**config.mk**
```make
export PLATFORM = sky130hd
export DESIGN_NAME = sprot_seq_ctrl
export DESIGN_NICKNAME = d
export VERILOG_FILES = /design/src/rtl/sprot_seq_ctrl.sv
export SDC_FILE = /design/constraint.sdc
export NUM_CORES = 1
export LEC_CHECK = 0
export CAP_MARGIN = 20
export CELL_PAD_IN_SITES_DETAIL_PLACEMENT = 1
export CELL_PAD_IN_SITES_GLOBAL_PLACEMENT = 1
export CORE_MARGIN = 2
export CORE_UTILIZATION = 45
export CTS_CLUSTER_SIZE = 28
export DETAILED_ROUTE_END_ITERATION = 10
export DONT_BUFFER_PORTS = 1
export PLACE_DENSITY = 0.79
export SYNTH_ARGS = -nofsm -noshare
export SYNTH_HDL_FRONTEND = slang
export SYNTH_SLANG_ARGS = --single-unit
export TNS_END_PERCENT = 1
```
**constraint.sdc**
```tcl
create_clock -name clk -period 4.2 [get_ports clk]
set_input_delay 0.84 -clock clk [delete_from_list [all_inputs] [get_ports clk]]
set_output_delay 0.84 -clock clk [all_outputs]
set_load 0.01 [all_outputs]
```
**src/rtl/sprot_seq_ctrl.sv**
```systemverilog
// sprot_seq_ctrl
//   Master-side sequencer for the sprot bus. Picks one of NUM_REQ requesters
//   round-robin, drives the start -> a -> b strobe sequence, waits for the
//   slave to finish or flag an error, retries failed attempts up to MAX_RETRY
//   times and reports done/fail back to the granted requester.
//
// Ports
//   clk       : clock, rising edge
//   rst_n     : asynchronous active-low reset
//   req       : per-requester level request
//   gnt       : one-hot grant, held across retries and through the done/fail cycle
//   done      : one-cycle success pulse to the granted requester
//   fail      : one-cycle pulse when all retries are exhausted
//   start/a/b : sprot strobes, one cycle each on consecutive cycles
//   prot_err  : slave protocol error
//   xfer_end  : slave transfer complete
//   busy      : high whenever the sequencer is not idle
//   err_cnt   : saturating count of failed attempts
module sprot_seq_ctrl #(
    parameter int NUM_REQ   = 4,
    parameter int TIMEOUT   = 16,
    parameter int MAX_RETRY = 2
) (
    input  logic               clk,
    input  logic               rst_n,
    input  logic [NUM_REQ-1:0] req,
    output logic [NUM_REQ-1:0] gnt,
    output logic [NUM_REQ-1:0] done,
    output logic [NUM_REQ-1:0] fail,
    output logic               start,
    output logic               a,
    output logic               b,
    input  logic               prot_err,
    input  logic               xfer_end,
    output logic               busy,
    output logic [7:0]         err_cnt
);

    localparam int PW = $clog2(NUM_REQ);
    localparam int TW = $clog2(TIMEOUT);

    typedef enum logic [2:0] {
        S_IDLE, S_START, S_PH_A, S_PH_B, S_WAIT, S_GAP
    } state_t;

    state_t             state, state_n;
    logic [PW-1:0]      rr_ptr, rr_ptr_n;
    logic [PW-1:0]      idx, idx_n;
    logic [2:0]         retry_cnt, retry_n;
    logic [TW-1:0]      tcnt, tcnt_n;
    logic [7:0]         err_n;
    logic [NUM_REQ-1:0] gnt_n, done_n, fail_n;
    logic               winner_found;
    logic [PW-1:0]      winner;
    logic [PW-1:0]      ptr_after_idx;
    logic               ok_ev, err_ev;

    // Round-robin search: first set request at or after rr_ptr, wrapping.
    always_comb begin
        winner_found = 1'b0;
        winner       = '0;
        for (int i = 0; i < NUM_REQ; i++) begin
            if (!winner_found && req[(int'(rr_ptr) + i) % NUM_REQ]) begin
                winner_found = 1'b1;
                winner       = PW'((int'(rr_ptr) + i) % NUM_REQ);
            end
        end
    end

    assign ptr_after_idx = (int'(idx) == NUM_REQ - 1) ? '0 : idx + 1'b1;

    // NOTE: every variable gets a default first so no path leaves one
    // unassigned; otherwise synthesis infers a latch.
    always_comb begin
        state_n  = state;
        gnt_n    = gnt;
        idx_n    = idx;
        rr_ptr_n = rr_ptr;
        retry_n  = retry_cnt;
        tcnt_n   = tcnt;
        err_n    = err_cnt;
        done_n   = '0;
        fail_n   = '0;
        ok_ev    = 1'b0;
        err_ev   = 1'b0;

        unique case (state)
            S_IDLE: begin
                if (winner_found) begin
                    idx_n   = winner;
                    gnt_n   = NUM_REQ'(1) << winner;
                    state_n = S_START;
                end
            end
            S_START: begin
                if (prot_err) err_ev = 1'b1;
                else          state_n = S_PH_A;
            end
            S_PH_A: begin
                if (prot_err) err_ev = 1'b1;
                else          state_n = S_PH_B;
            end
            S_PH_B: begin
                if (prot_err) begin
                    err_ev = 1'b1;
                end else begin
                    state_n = S_WAIT;
                    tcnt_n  = '0;
                end
            end
            S_WAIT: begin
                // Error wins over a simultaneous xfer_end.
                if (prot_err)                       err_ev = 1'b1;
                else if (xfer_end)                  ok_ev  = 1'b1;
                else if (tcnt == TW'(TIMEOUT - 1))  err_ev = 1'b1;
                else                                tcnt_n = tcnt + 1'b1;
            end
            S_GAP: begin
                // gnt stays up through the done/fail cycle and drops here.
                gnt_n   = '0;
                state_n = S_IDLE;
            end
            default: state_n = S_IDLE;
        endcase

        if (ok_ev) begin
            done_n   = gnt;
            retry_n  = '0;
            rr_ptr_n = ptr_after_idx;
            state_n  = S_GAP;
        end

        if (err_ev) begin
            err_n = (err_cnt == 8'hFF) ? err_cnt : err_cnt + 8'd1;
            if (int'(retry_cnt) < MAX_RETRY) begin
                retry_n = retry_cnt + 3'd1;
                state_n = S_START;
            end else begin
                fail_n   = gnt;
                retry_n  = '0;
                rr_ptr_n = ptr_after_idx;
                state_n  = S_GAP;
            end
        end
    end

    // NOTE: state uses non-blocking assignments so every register samples
    // the pre-edge values, independent of statement order.
    always_ff @(posedge clk or negedge rst_n) begin
        if (!rst_n) begin
            state     <= S_IDLE;
            gnt       <= '0;
            idx       <= '0;
            rr_ptr    <= '0;
            retry_cnt <= '0;
            tcnt      <= '0;
            err_cnt   <= '0;
            done      <= '0;
            fail      <= '0;
            start     <= 1'b0;
            a         <= 1'b0;
            b         <= 1'b0;
            busy      <= 1'b0;
        end else begin
            state     <= state_n;
            gnt       <= gnt_n;
            idx       <= idx_n;
            rr_ptr    <= rr_ptr_n;
            retry_cnt <= retry_n;
            tcnt      <= tcnt_n;
            err_cnt   <= err_n;
            done      <= done_n;
            fail      <= fail_n;
            // Strobes are decoded from the next state so they come straight
            // out of flops, aligned with the state they belong to.
            start     <= (state_n == S_START);
            a         <= (state_n == S_PH_A);
            b         <= (state_n == S_PH_B);
            busy      <= (state_n != S_IDLE);
        end
    end

endmodule

```
==> results of run 1 <==
## worst register-to-register path, cell delays in order (launching register included)
cell and delay (ps):
dfrtp_1 410, ha_1 250, and4b_1 250, o211ai_1 260
nand2_1 250, a21oi_1 290, mux2_2 370
## placed cells by master, fill, tap and decap left out, drive strengths merged, types with 6 or more instances in the layout
cell and n:
nand2 12, nor3 6, and3 6, dfrtp 38, nor2 17, clkbuf 6
nand3 7, o21ai 6
## power by group through the flow
stage                     clock, mW  combinational, mW  sequential [mW]
after CTS                     0.323              0.406            0.665
after global routing          0.341              0.454            0.689
final                         0.318              0.400            0.663
after detailed placement          0              0.401            0.671
after global placement            0              0.367            0.658
after floorplan                   0              0.360            0.601
## per-layer routing
metal	vias to the layer above	track usage	wire length (µm)
li1	583	-	-
met1	631	0.238	1620
met2	27	0.343	2020
met3	4	0.0676	167
met4	0	0.0995	66
met5	-	0	0
## final cells by class
class                   instances  area, µm²  share of cell area
flip-flops and latches         38        951               0.494
inverters                       5       18.8             0.00975
clock inverters                 1       30.0              0.0156
clock buffers                   6       82.6              0.0429
multi-input cells             115        783               0.407
well taps                      48       60.1              0.0312
## state kept, by name, indices dropped and copies added, names as in the netlist
| signal | flops |
|---|---|
| a | 1 |
| b | 1 |
| busy | 1 |
| done | 4 |
| err_cnt | 8 |
| fail | 4 |
| gnt | 4 |
| idx | 2 |
| retry_cnt | 3 |
| rr_ptr | 2 |
| start | 1 |
| state | 3 |
| tcnt | 4 |
## cells by family after synthesis
group | after synthesis | share of synthesized area
flops | 38 | 0.534
buf+inv | 12 | 0.0267
xor+xnor | 9 | 0.0442
mux | 6 | 0.0365
fa+ha+maj | 4 | 0.0281
simple gates | 71 | 0.220
compound gates | 25 | 0.111
## final timing paths
check	to	slack, ps	cells past startpoint
max	rr_ptr[0]	2010	6
min	err_cnt[6]	230	0
max reg2reg	rr_ptr[0]	2010	6
min reg2reg	idx[1]	490	2
max in group asynchronous	tcnt[3]	3880	0
min in group clk	idx[1]	490	2
==> run metrics, run 1 <==
status finished clean; share of power burned in registers 0.480; final period utilization 0.522; P_sw approximately 0.52 mW; Fin. Hold Viols 0; height of the chip 66.9 µm; syn avg cell area 10.8 µm²; fin area around 1900 µm²; DP Cell Count 206; commonest cells in the netlist 38 x dfrtp_1, 17 x nor2_1, 12 x nand2_1; placed cell areas ~1800 µm²; initial antenna violation count 0; Synth Flop Type dfrtp_1; starting density of the core 0.476; Synth Instances between 150 and 200; max incr delay on CP just over 400 ps; worst setup path class reg -> reg; switch share 0.377; area leader, netlist dfrtp_1; FP Rows 22; nets@finish 177; Hold Path Class in -> async; total wire length around 3.9 mm; core area about 3700 µm²; DRT iter0 DRCs 39; Yosys Warn Count 0; post-layout util 0.514; clock share of power 0.230; synth unique cells approximately 40; worst-margin pin slew ~430 ps; H-tree Lvls 2; router iterations before antenna repair 4; filler cell count 412; via count around 1,200; Max transition margin 0.711; Crit path required time ~4400 ps; Worst setup SP type register; P per Cell Area 717 nW/µm²; WP buf/inv 0; Final Wtd Congestion about 0.87; Lkg Pwr between 0.8 and 0.9 nW; Post-Layout Cell Count 213; top-count cell post-synth dfrtp_1; CP max FO 10; Overflow after GRT 0; vias per inst just under 6; syn nets roughly 180; final setup margin 2010 ps; Yosys top cell area share 0.534; Reg-to-Reg Start tcnt[0]; clock-pin slew on the worst setup and hold paths 80 ps; #FFs+latches synth 38; Clk Latency, worst-skew pair roughly 290 ps; die width about 67 µm; delay-heaviest family, CP compound AO/OA/AOI/OAI gates; total power between 1 and 1.5 mW; clock buffer depth 2; antenna viol nets, final 0; share of cells above drive strength 1 0.115; crit-path cells ha_1, and4b_1, o211ai_1, nand2_1, a21oi_1, mux2_2; f_max about 460 MHz; cts bufs inserted 5; largest net degree at the start of global routing 39; Synth area leaders dfrtp_1 53%, nor2_1 3.6%, ha_1 2.8%; P_int ~0.86 mW; Residual DRC 0; Total Routing Usage GR 0.206; CP Data Arrival Time ~2400 ps; CTS tree yes; routed len/inst roughly 18 µm; fin. max-slew vios 0; Critical Path Sink Type register; Sinks on Clock Net 38; clock root buffer clkbuf_8; # hold bufs at CTS 0; I/O pins 32; Crit-path slowest cell dfrtp_1; Setup Viol. Count Final 0; Post-Syn Area ~1800 µm²; EDFF count, synth 0; Worst Setup SP tcnt[0]; diode count 0; clock period minus worst slack 2190 ps; Layout area overhead 8.08%; combinational share of power 0.290; peak supply drop between 0.0003 and 0.0004 V; worst hold slack 231 ps; skew final ~6.7 ps; Place WS roughly 1900 ps; sequential-to-total area share from yosys stat 0.534; Setup Buffers After CTS 0; cts repair resizes 0; RSZ-0062 raised after global routing false; first-pass GRT wire length between 6 and 7 mm; async set or reset register ratio after synthesis 1.00; Die ar. roughly 4500 µm²; Max-Cap Viols 0; TNS Setup 0 ps; port buffer count 0; hpwl dp 2.75 mm; vias in the first global route between 1,000 and 1,500
Note: power is estimated with default switching activity, not from simulation.
==> run 2, diff against run 1 <==
- CORE_UTILIZATION: 45 -> 43
- clock period: 4.2 -> 1.8 ns (I/O delays scaled with it)
==> run 2 against run 1 <==
Compared with the run above:
- largest power group unchanged
- register-to-register slack worse by 2100 ps
- highest routed layer unchanged
- global-route usage down 1.8 points
- the run now ends with negative setup slack left
- via count up 4.6%
- worst setup slack worse by 2100 ps
==> run metrics, run 2 (synthesized netlist as in run 1, its figures left out) <==
status finished, violations left (was finished clean); failing checks negative setup slack; most frequent cells in the layout 38 x dfrtp_1, 15 x nor2_1, 11 x nand2_1, 11 x buf_4, 7 x nand3_1 (was 38 x dfrtp_1, 17 x nor2_1, 12 x nand2_1, 7 x nand3_1); Residual DRC 0 (unchanged); fin area 2080 µm² (was 1930 µm²); Sinks on Clock Net 38 (unchanged); placed cell areas 1900 µm² (was 1810 µm²); Hold Path Class in -> reg (was in -> async); I/O pins 32 (unchanged); worst-margin pin slew 393 ps (was 430 ps); peak supply drop 0.000519 V (was 0.000329 V); Place WS -34.8 ps (was 1860 ps); core area 4000 µm² (was 3740 µm²); Layout area overhead 17.0% (was 8.08%); antenna viol nets, final 0 (unchanged); first-pass GRT wire length 6.33 mm (was 6.51 mm); TNS Setup -201 ps (was 0 ps); Setup Viol. Count Final 6 (was 0); Final Wtd Congestion 0.751 (was 0.872); CP Data Arrival Time 2070 ps (was 2370 ps); Max transition margin 0.737 (was 0.711); cts bufs inserted 5 (unchanged); vias in the first global route 1,371 (was 1,327); via count 1,302 (was 1,245); Lkg Pwr 0.979 nW (was 0.894 nW); CP max FO 3 (was 10); vias per inst 5.66 (was 5.85); clock buffer depth 2 (unchanged); die width 68.4 µm (was 66.9 µm); FP Rows 23 (was 22); most common cell after layout, fill and taps aside dfrtp_1 (unchanged); diode count 0 (unchanged); starting density of the core 0.445 (was 0.476); max reg flops 8 (unchanged); R2R Setup Slk -90 ps (was 2010 ps); worst setup path class reg -> reg (unchanged); clock period minus worst slack 1890 ps (was 2190 ps); Overflow after GRT 0 (unchanged); Max-Cap Viols 0 (unchanged); f_max 529 MHz (was 456 MHz); nets@finish 191 (was 177); Critical Path Sink Type register (unchanged); Crit path required time 1980 ps (was 4380 ps); final period utilization 1.05 (was 0.522); H-tree Lvls 2 (unchanged); Die ar. 4670 µm² (was 4480 µm²); hpwl dp 2.96 mm (was 2.75 mm); worst hold slack 135 ps (was 231 ps); Worst setup SP type register (unchanged); total wire length 4.27 mm (was 3.88 mm); P per Cell Area 1610 nW/µm² (was 717 nW/µm²); Total Routing Usage GR 0.188 (was 0.206); fin. max-slew vios 0 (unchanged); clock-pin slew on the worst setup and hold paths 80 ps (about the same); height of the chip 68.4 µm (was 66.9 µm); DRT iter0 DRCs 44 (was 39); skew final 6.98 ps (was 6.66 ps); port buffer count 0 (unchanged); CTS tree yes (unchanged); share of cells above drive strength 1 0.222 (was 0.115); largest reg by FF count err_cnt (unchanged); clock root buffer clkbuf_8 (unchanged); RSZ-0062 raised after global routing true (was false); final setup margin -88.9 ps (was 2010 ps); Clk Latency, worst-skew pair 290 ps (about the same); router iterations before antenna repair 4 (unchanged); initial antenna violation count 0 (unchanged); largest net degree at the start of global routing 39 (unchanged); Fin. Hold Viols 0 (unchanged); routed len/inst 18.6 µm (was 18.2 µm)
==> run 2: path summary, 6_finish.rpt <==
| path | start | endpoint | cells past startpoint |
|---|---|---|---|
| worst min register to register | idx[1] | idx[1] | 2 |
| min in group asynchronous | rst_n | rr_ptr[1] | 2 |
| max in group asynchronous | rst_n | start | 2 |
| worst min-delay path | prot_err | state[1] | 1 |
| worst max register to register | tcnt[1] | rr_ptr[0] | 6 |
| worst max-delay path | tcnt[1] | rr_ptr[0] | 6 |
==> run 2: cell type report <==
class | count | area (µm²)
tap | 50 | 62.6
clock inverter | 1 | 5.00
inverter | 5 | 18.8
timing repair buffer | 14 | 124
sequential | 38 | 951
multi-input combinational | 115 | 837
fill | 440 | 1920
clock buffer | 7 | 86.3
==> run 2: metrics by stage <==
stage	util	total power, mW	cells
2_1_floorplan	-	2.25	165
3_3_place_gp	0.475	2.51	218
3_5_place_dp	0.475	2.63	218
4_1_cts	0.506	3.26	228
5_1_grt	0.521	3.59	230
6_report	0.521	3.35	230
==> run 2: routing by layer <==
metal	track usage	wire, µm	vias to the layer above
met2	0.313	2200	28
met1	0.229	1820	652
met4	0.0975	72	0
met3	0.0395	186	7
li1	-	-	615
met5	0	0	-
==> run 2: timing repair <==
item                                   CTS  global route
endpoints found under the hold margin   38             0
gates resized for setup                  1            10
setup endpoints to repair                4            14
buffers inserted                         0             2
hold buffers                             2             0
pin swaps                                1             4
==> run 2: report_power, final <==
part	switching, mW	internal [mW]	total, mW
clock	0.299	0.309	0.608
combinational	0.672	0.581	1.25
sequential	0.361	1.13	1.49
==> run 2: critical path: stages, from the launching register on <==
cell and delay, ps:
dfrtp_1 400, ha_2 210, and4b_1 190, o211ai_1 320
nand2_2 130, a21oi_4 200, mux2_4 330
